==> src/rtl/mem_ctrl.sv <==
// mem_ctrl: byte-wide RAM sequencer serving instruction-cache block fills
// and load/store accesses from a single synchronous RAM.
//
// The RAM is byte-wide with a one-cycle read latency: mem_din carries the
// byte for the address driven in the previous cycle.
//
// Ports
//   clk, rst            clock, synchronous active-high reset
//   rdy                 global enable; low freezes every register and mem_wr
//   mem_din             RAM read data
//   mem_dout, mem_a     RAM write data / byte address
//   mem_wr              RAM write strobe
//   io_buffer_full      IO output buffer full (only used with the stall option)
//   ic_en, ic_addr      icache 8-byte block request (held until ic_valid)
//   ic_valid, ic_blk    one-cycle completion pulse, little-endian block
//   ls_en, ls_wr        load/store request (held until ls_valid), 1 = store
//   ls_addr, ls_len     byte address, size (00 byte, 01 half, 10/11 word)
//   ls_wdata            store data
//   ls_valid, ls_rdata  one-cycle completion pulse, zero-extended load data
//   flush               abort an in-progress instruction fetch
//
// Build option
//   MEMCTRL_IO_STALL_EN  when defined, stores into the IO window
//                        (ls_addr[17:16] == 2'b11) pause while io_buffer_full.

module mem_ctrl (
  input  logic        clk,
  input  logic        rst,
  input  logic        rdy,
  input  logic [7:0]  mem_din,
  output logic [7:0]  mem_dout,
  output logic [31:0] mem_a,
  output logic        mem_wr,
  input  logic        io_buffer_full,
  input  logic        ic_en,
  input  logic [31:0] ic_addr,
  output logic        ic_valid,
  output logic [63:0] ic_blk,
  input  logic        ls_en,
  input  logic        ls_wr,
  input  logic [31:0] ls_addr,
  input  logic [1:0]  ls_len,
  input  logic [31:0] ls_wdata,
  output logic        ls_valid,
  output logic [31:0] ls_rdata,
  input  logic        flush
);

  localparam logic [2:0] StIdle = 3'd0;
  localparam logic [2:0] StIcRd = 3'd1;
  localparam logic [2:0] StLsRd = 3'd2;
  localparam logic [2:0] StLsWr = 3'd3;
  localparam logic [2:0] StDone = 3'd4;

  logic [2:0]  state_q, state_d;
  logic [3:0]  idx_q, idx_d;      // byte index within the transfer
  logic [3:0]  cnt_q, cnt_d;      // transfer length in bytes
  logic [31:0] base_q, base_d;
  logic [31:0] wdata_q, wdata_d;
  logic        is_ic_q, is_ic_d;
  logic [63:0] buf_q, buf_d;      // read bytes being assembled
  logic [63:0] ic_blk_q, ic_blk_d;
  logic [31:0] ls_rdata_q, ls_rdata_d;

  logic        io_stall;
  logic [3:0]  prev_idx;
  logic [5:0]  rd_off;
  logic [3:0]  addr_idx;

`ifdef MEMCTRL_IO_STALL_EN
  assign io_stall = (state_q == StLsWr) && (base_q[17:16] == 2'b11) && io_buffer_full;
`else
  logic unused_io_buffer_full;
  assign unused_io_buffer_full = io_buffer_full;
  assign io_stall = 1'b0;
`endif

  assign prev_idx = idx_q - 4'd1;
  assign rd_off   = {prev_idx[2:0], 3'b000};

  // Next-state logic.
  always_comb begin
    state_d    = state_q;
    idx_d      = idx_q;
    cnt_d      = cnt_q;
    base_d     = base_q;
    wdata_d    = wdata_q;
    is_ic_d    = is_ic_q;
    buf_d      = buf_q;
    ic_blk_d   = ic_blk_q;
    ls_rdata_d = ls_rdata_q;

    case (state_q)
      StIdle: begin
        if (ls_en) begin
          base_d  = ls_addr;
          wdata_d = ls_wdata;
          is_ic_d = 1'b0;
          idx_d   = 4'd0;
          buf_d   = 64'd0;
          case (ls_len)
            2'b00:   cnt_d = 4'd1;
            2'b01:   cnt_d = 4'd2;
            default: cnt_d = 4'd4;
          endcase
          state_d = ls_wr ? StLsWr : StLsRd;
        end else if (ic_en && !flush) begin
          base_d  = ic_addr;
          is_ic_d = 1'b1;
          idx_d   = 4'd0;
          cnt_d   = 4'd8;
          buf_d   = 64'd0;
          state_d = StIcRd;
        end
      end

      StIcRd, StLsRd: begin
        if ((state_q == StIcRd) && flush) begin
          state_d = StIdle;
          idx_d   = 4'd0;
        end else begin
          // Data for the byte addressed last cycle arrives now.
          if (idx_q != 4'd0) begin
            buf_d[rd_off +: 8] = mem_din;
          end
          if (idx_q == cnt_q) begin
            state_d = StDone;
            if (is_ic_q) begin
              ic_blk_d = buf_d;
            end else begin
              ls_rdata_d = buf_d[31:0];
            end
          end else begin
            idx_d = idx_q + 4'd1;
          end
        end
      end

      StLsWr: begin
        if (!io_stall) begin
          if (idx_q == cnt_q - 4'd1) begin
            state_d = StDone;
          end else begin
            idx_d = idx_q + 4'd1;
          end
        end
      end

      StDone: begin
        state_d = StIdle;
        idx_d   = 4'd0;
      end

      default: begin
        state_d = StIdle;
        idx_d   = 4'd0;
      end
    endcase
  end

  always_ff @(posedge clk) begin
    if (rst) begin
      state_q    <= StIdle;
      idx_q      <= 4'd0;
      cnt_q      <= 4'd0;
      base_q     <= 32'd0;
      wdata_q    <= 32'd0;
      is_ic_q    <= 1'b0;
      buf_q      <= 64'd0;
      ic_blk_q   <= 64'd0;
      ls_rdata_q <= 32'd0;
    end else if (rdy) begin
      state_q    <= state_d;
      idx_q      <= idx_d;
      cnt_q      <= cnt_d;
      base_q     <= base_d;
      wdata_q    <= wdata_d;
      is_ic_q    <= is_ic_d;
      buf_q      <= buf_d;
      ic_blk_q   <= ic_blk_d;
      ls_rdata_q <= ls_rdata_d;
    end
  end

  // While a read is frozen, keep driving the address whose byte is captured
  // next, so mem_din holds that byte when rdy returns.
  always_comb begin
    if (!rdy && (idx_q != 4'd0)) begin
      addr_idx = prev_idx;
    end else begin
      addr_idx = idx_q;
    end
  end

  always_comb begin
    mem_a    = 32'd0;
    mem_wr   = 1'b0;
    mem_dout = 8'd0;
    case (state_q)
      StIcRd, StLsRd: begin
        mem_a = base_q + {28'd0, addr_idx};
      end
      StLsWr: begin
        mem_a    = base_q + {28'd0, idx_q};
        mem_dout = wdata_q[{idx_q[1:0], 3'b000} +: 8];
        mem_wr   = rdy && !io_stall;
      end
      default: begin
        mem_a = 32'd0;
      end
    endcase
  end

  assign ic_valid = (state_q == StDone) && is_ic_q && rdy;
  assign ls_valid = (state_q == StDone) && !is_ic_q && rdy;
  assign ic_blk   = ic_blk_q;
  assign ls_rdata = ls_rdata_q;

endmodule

==> config.mk <==
export PLATFORM = sky130hd
export DESIGN_NAME = mem_ctrl
export DESIGN_NICKNAME = d
export VERILOG_FILES = /design/src/rtl/mem_ctrl.sv
export SDC_FILE = /design/constraint.sdc
export NUM_CORES = 1
export LEC_CHECK = 0
export ABC_AREA = 1
export ABC_CLOCK_PERIOD_IN_PS = 4100
export CAP_MARGIN = 0
export CORE_ASPECT_RATIO = 1.2
export CORE_MARGIN = 1
export CORE_UTILIZATION = 47
export DETAILED_ROUTE_END_ITERATION = 12
export GPL_ROUTABILITY_DRIVEN = 0
export PLACE_DENSITY = 0.77
export SKIP_CTS_REPAIR_TIMING = 1
export SLEW_MARGIN = 0
export SYNTH_ARGS = -nofsm -noshare
export SYNTH_HDL_FRONTEND = slang
export SYNTH_SLANG_ARGS = --single-unit
==> constraint.sdc <==
create_clock -name clk -period 4.1 [get_ports clk]
set_clock_uncertainty 0.1 [all_clocks]
set_input_delay 0.82 -clock clk [delete_from_list [all_inputs] [get_ports clk]]
set_output_delay 0.82 -clock clk [all_outputs]
set_load 0.005 [all_outputs]
* After elaboration in Yosys (flattened, before gate mapping)
Cells that the tools add are included.
Widths: inputs -> output; s select.
** Word-level totals
- Register bits after elaboration :: 236
- Input port bits :: 114
- Output and inout bits :: 139
- Logic and storage cells :: 86
** Operators by class
- $add $sub $neg :: 6
- Equality and inequality tests :: 13
- Shift operators :: 3
- Muxes and demuxes :: 30
- Bitwise gates (word level) :: 2
- Reduce and logical (&&, ||, !) cells :: 23
** Operator list (number)
- $mux 64 :: 4
- $pmux 64 s2 :: 1
- $add 32x4->32 :: 2
- $bwmux 64 :: 1
- $mux 32 :: 2
- $pmux 32 s2 :: 1
- $shift 8x8->64 const A :: 1
- $shiftx 8x8->64 :: 1
- $mux 4 :: 8
- $shiftx 32x6->8 :: 1
- $mux 3 :: 5
- $pmux 4 s3 :: 1
- $reduce_and 4->1 :: 3
- $reduce_and 5->1 :: 2
- $ne 3x3->1 const B :: 3
- $pmux 3 s3 :: 1
- $eq 4x4->1 :: 2
- $mux 8 :: 1
- $neg 6->8 :: 1
- $sub 4x1->4 const B :: 2
- $logic_and 1x1->1 :: 7
- $eq 3x2->1 const B :: 2
- $ne 2x2->1 const B :: 3
- $pmux 3 s2 :: 1
- other kinds (13) :: 21

* Logic depth before layout (Yosys ltp)
- Depth in word-level cells :: 7
- Mapped depth :: 22
- Mapped depth without buffers :: 18

* Worst setup path before layout
OpenSTA, ideal clock, no wires.
- Path kind :: register -> output
- From :: reg idx_q[0]
- To :: out mem_a[15]
- Data arrival time :: 3315 ps
- Data required time :: 3180 ps
- Setup slack :: -135 ps
- Stages on the path, launching flop included :: 20
- Path buffers :: 4
- Cell sequence :: dfxtp_1 > buf_2 > inv_1 > buf_2 > buf_1 > buf_2 > ha_1 > nand3_2 > nand3_1 > nor4_1 > xor2_1 > ha_1 > nand2_1 > nor2_1 > nand2_1 > nand2_1 > nand2_1 > nor2_1 > o21ai_0 > nor2_1
** Between the ends
- Cells in the longest elaborated chain, start to end :: 5
- Elaborated cells between the ends (all ways) :: 7
- Those cells by class :: add/sub: 3; mux: 2; reduce/logical: 2
** RTL lines
- start, declared :: RTL line 56 : logic [3:0] idx_q, idx_d;
- start signal, assigned :: RTL line 174 : idx_q <= idx_d;
- branches (longest 4 deep; another with $add 32x4->32)
- $pmux 32 s2 * :: RTL line 199 : case (state_q)
- end, declared :: RTL line 32 : output logic [31:0] mem_a,
Every way passes the cells marked *.

* Worst setup path in the final report
- From :: reg idx_q[0]
- To :: out mem_a[14]
The elaborated chain is that of the path after synthesis.

==> flow_summary.toml <==
[timing]
final.setup.tns_ns = 0
post-route-period-util_pct = 98.5
min_period_ns = 4.04
setup_slack_ns = 0.0619
finalHoldViolCount = 0
rsz0062_at_grt = "yes"
finalMaxSlewViolations = 0
setup_viol = 0
hold_slack_ns = 0.355
worst_pin_slew_ns = 0.956
fmax_mhz = 248
slew_headroom_pct = 36.3

[logic_synthesis]
async_flop_share_pct = 0
yosysSeqAreaShare_pct = 38.9
ys_ff_latch = 235
netlist_top_cells_area = "dfxtp_1 (39%), nand2_1 (20%), inv_1 (8.1%)"
synth_top_area_cell = "dfxtp_1"
synth.distinct_cells = 34
synth_edf_count = 0
syn_area_um2 = 12100
yosysTopAreaCellShare_pct = 38.9
synth_warnings = 0
synthCells = 1944
synthFlopType = "dfxtp_1"
syn_nets = 2072
synth_area_per_cell_um2 = 6.22

[critical_path]
critPathKind = "reg -> out"
crit_path_end_kind = "output pin"
crit_fanout = 5
crit_required_ns = 3.18
r2r-start = "idx_q[0]$_SDFFE_PP0P_"
reg2reg_depth = 13
cp-start-kind = "flip-flop"
crit_arrival_ns = 3.12
r2r_slack_ns = 1.14
r2r_end = "ic_blk[26]$_SDFFE_PP0P_"

[cells_and_area]
finalNetCount = 2300
drive_gt1_share_pct = 7.17
mostFrequentLayoutCell = "nand2_1"
fillers = 2216
syn2layout_area_growth_pct = 31.9
final_cell_count_no_fill = 2516
layout_common_cells = "nand2_1 (635), inv_1 (255), dfxtp_1 (232), clkdlybuf4s50_1 (221), nor2_1 (202)"

[floorplanning]
fp.dieArea_um2 = 26400
ios = 253
initial_core_util_pct = 48.4
die_h_um = 178
core-area_um2 = 25000
die_w_um = 148
rows = 63

[worst_hold_path]
worstHoldStart = "wdata_q[21]$_SDFFE_PP0P_"
hold_depth = 2
min-delay-path-class = "reg -> reg"
holdPathEnd = "wdata_q[21]$_SDFFE_PP0P_"

[power]
pwr_density_cell_nw_per_um2 = 435
irDropWorstVdd_uv = 338
total_power_w = 0.00693
p_leak_nw = 7.01

[placed_design]
dpl.cell_count = 2461
dp_hpwl_um = 25000
dp_slack_ns = -0.620
portBuffers = 251

[global_route]
grt_max_degree = 88
antenna_found_initial = 1
gr-total-overflow = 0
grt_first_pass_wirelength_um = 57400
track_usage_pct = 26.8
grt_pass1_vias = 12128

[route]
dr.first_iter.drc_count = 883
drtPass1Iterations = 5
routedWlPerCell_um = 14.3
drc = 0
ant_nets = 0
vias = 12905
drt_wl_total_um = 36100
vias_per_cell = 5.13
top_layer_used = "met4"
wl_met3_um = 2460
wl_met1_um = 14200
wl_met2_um = 17800

[outcome]
status = "completed"

[flow_run]
maxCapViolCount = 0

[clocking]
cts_tree = "built"
cts_root_buffer = "clkbuf_16"
cts_made_buffers = 24
path_clk_slew_ns = 0.06
clockBufferDepth = 3
clock-sinks = 235
clk_latency_ns = 0.52
htree_levels = 1
## kinds of logic (layout without fill, tap and decap cells)
logic type / count (synthesis) / in the layout / synth area share, %
compound gates: 338 / 338 / 14.4
xor+xnor: 11 / 11 / 0.797
fa+ha+maj: 14 / 14 / 1.51
buf+inv: 371 / 617 / 12.3
flops: 235 / 235 / 38.9
other cells: 0 / 1 / 0
simple gates: 975 / 975 / 32.1
## per-stage QoR
stage	utilization, %	area [um2]
final	63.8	15900
after floorplan	-	12100
after CTS	62.8	15700
after detailed placement	59.5	14900
after global routing	63.8	15900
after global placement	59.5	14900
## worst max-delay path by stage
stage	start	endpoint	slack [ns]	cells after the start
4_1_cts	rdy	mem_a[24]	-0.64	14
5_1_grt	idx_q[1]$_SDFFE_PP0P_	mem_a[19]	-0.15	17
3_5_place_dp	rdy	mem_a[24]	-0.62	14
2_1_floorplan	idx_q[0]$_SDFFE_PP0P_	mem_a[15]	0.01	19
3_3_place_gp	rdy	mem_a[24]	-0.57	14
6_report	idx_q[0]$_SDFFE_PP0P_	mem_a[14]	0.06	17
## state kept, by name, summed over array words and instances (netlist names)
name	flops
buf_q	64
ic_blk	64
base_q	32
ls_rdata	32
wdata_q	32
cnt_q	4
idx_q	4
state_q	3
## final cells by class
class	count	area [um2]	share of cell area [%]
Multi-Input combinational cell	1338	6080	38.2
Clock buffer	38	744	4.67
Sequential cell	235	4710	29.5
Clock inverter	6	66.3	0.416
Inverter	272	1030	6.45
Timing Repair Buffer	301	2900	18.2
Antenna cell	1	2.50	0.0157
Tap cell	325	407	2.55
## layer usage
layer,track usage [%],vias to the layer above
met2,48.4,521
li1,-,6497
met1,30.3,5784
met3,4.45,103
met5,0,-
met4,13.2,0
## cell usage after synthesis, types with 2 or more instances
cell,n
a211oi_1,2
a21oi_1,146
a31oi_1,35
buf_1,8
buf_2,33
buf_6,6
clkbuf_1,50
clkinv_1,2
dfxtp_1,235
ha_1,13
inv_1,261
inv_2,8
nand2_1,643
nand3_1,80
nand3_2,5
nand3b_1,2
nand4_1,14
nor2_1,211
nor2_2,3
nor3_1,11
o21ai_0,135
o21ai_1,20
xor2_1,10
## worst max-delay path, cell delays in order (launching register included)
cell and delay [ns]:
dfxtp_2 0.33, inv_2 0.05, ha_4 0.17, nand3_4 0.07
nand3_4 0.12, nor4_4 0.31, xor2_2 0.13, ha_1 0.35
nand3_2 0.11, nand3_4 0.12, nand2_2 0.09, nor2_4 0.15
buf_4 0.12, buf_4 0.10, nand3_1 0.06, o21ai_1 0.10
nor2_1 0.05, dlymetal6s2s_1 0.15
## report_power, final
group	internal (W)	switching, W
Clock	0.00131	0.000934
Combinational	0.000778	0.00124
Sequential	0.00250	0.000174
Power figures use the tool's default switching activity.
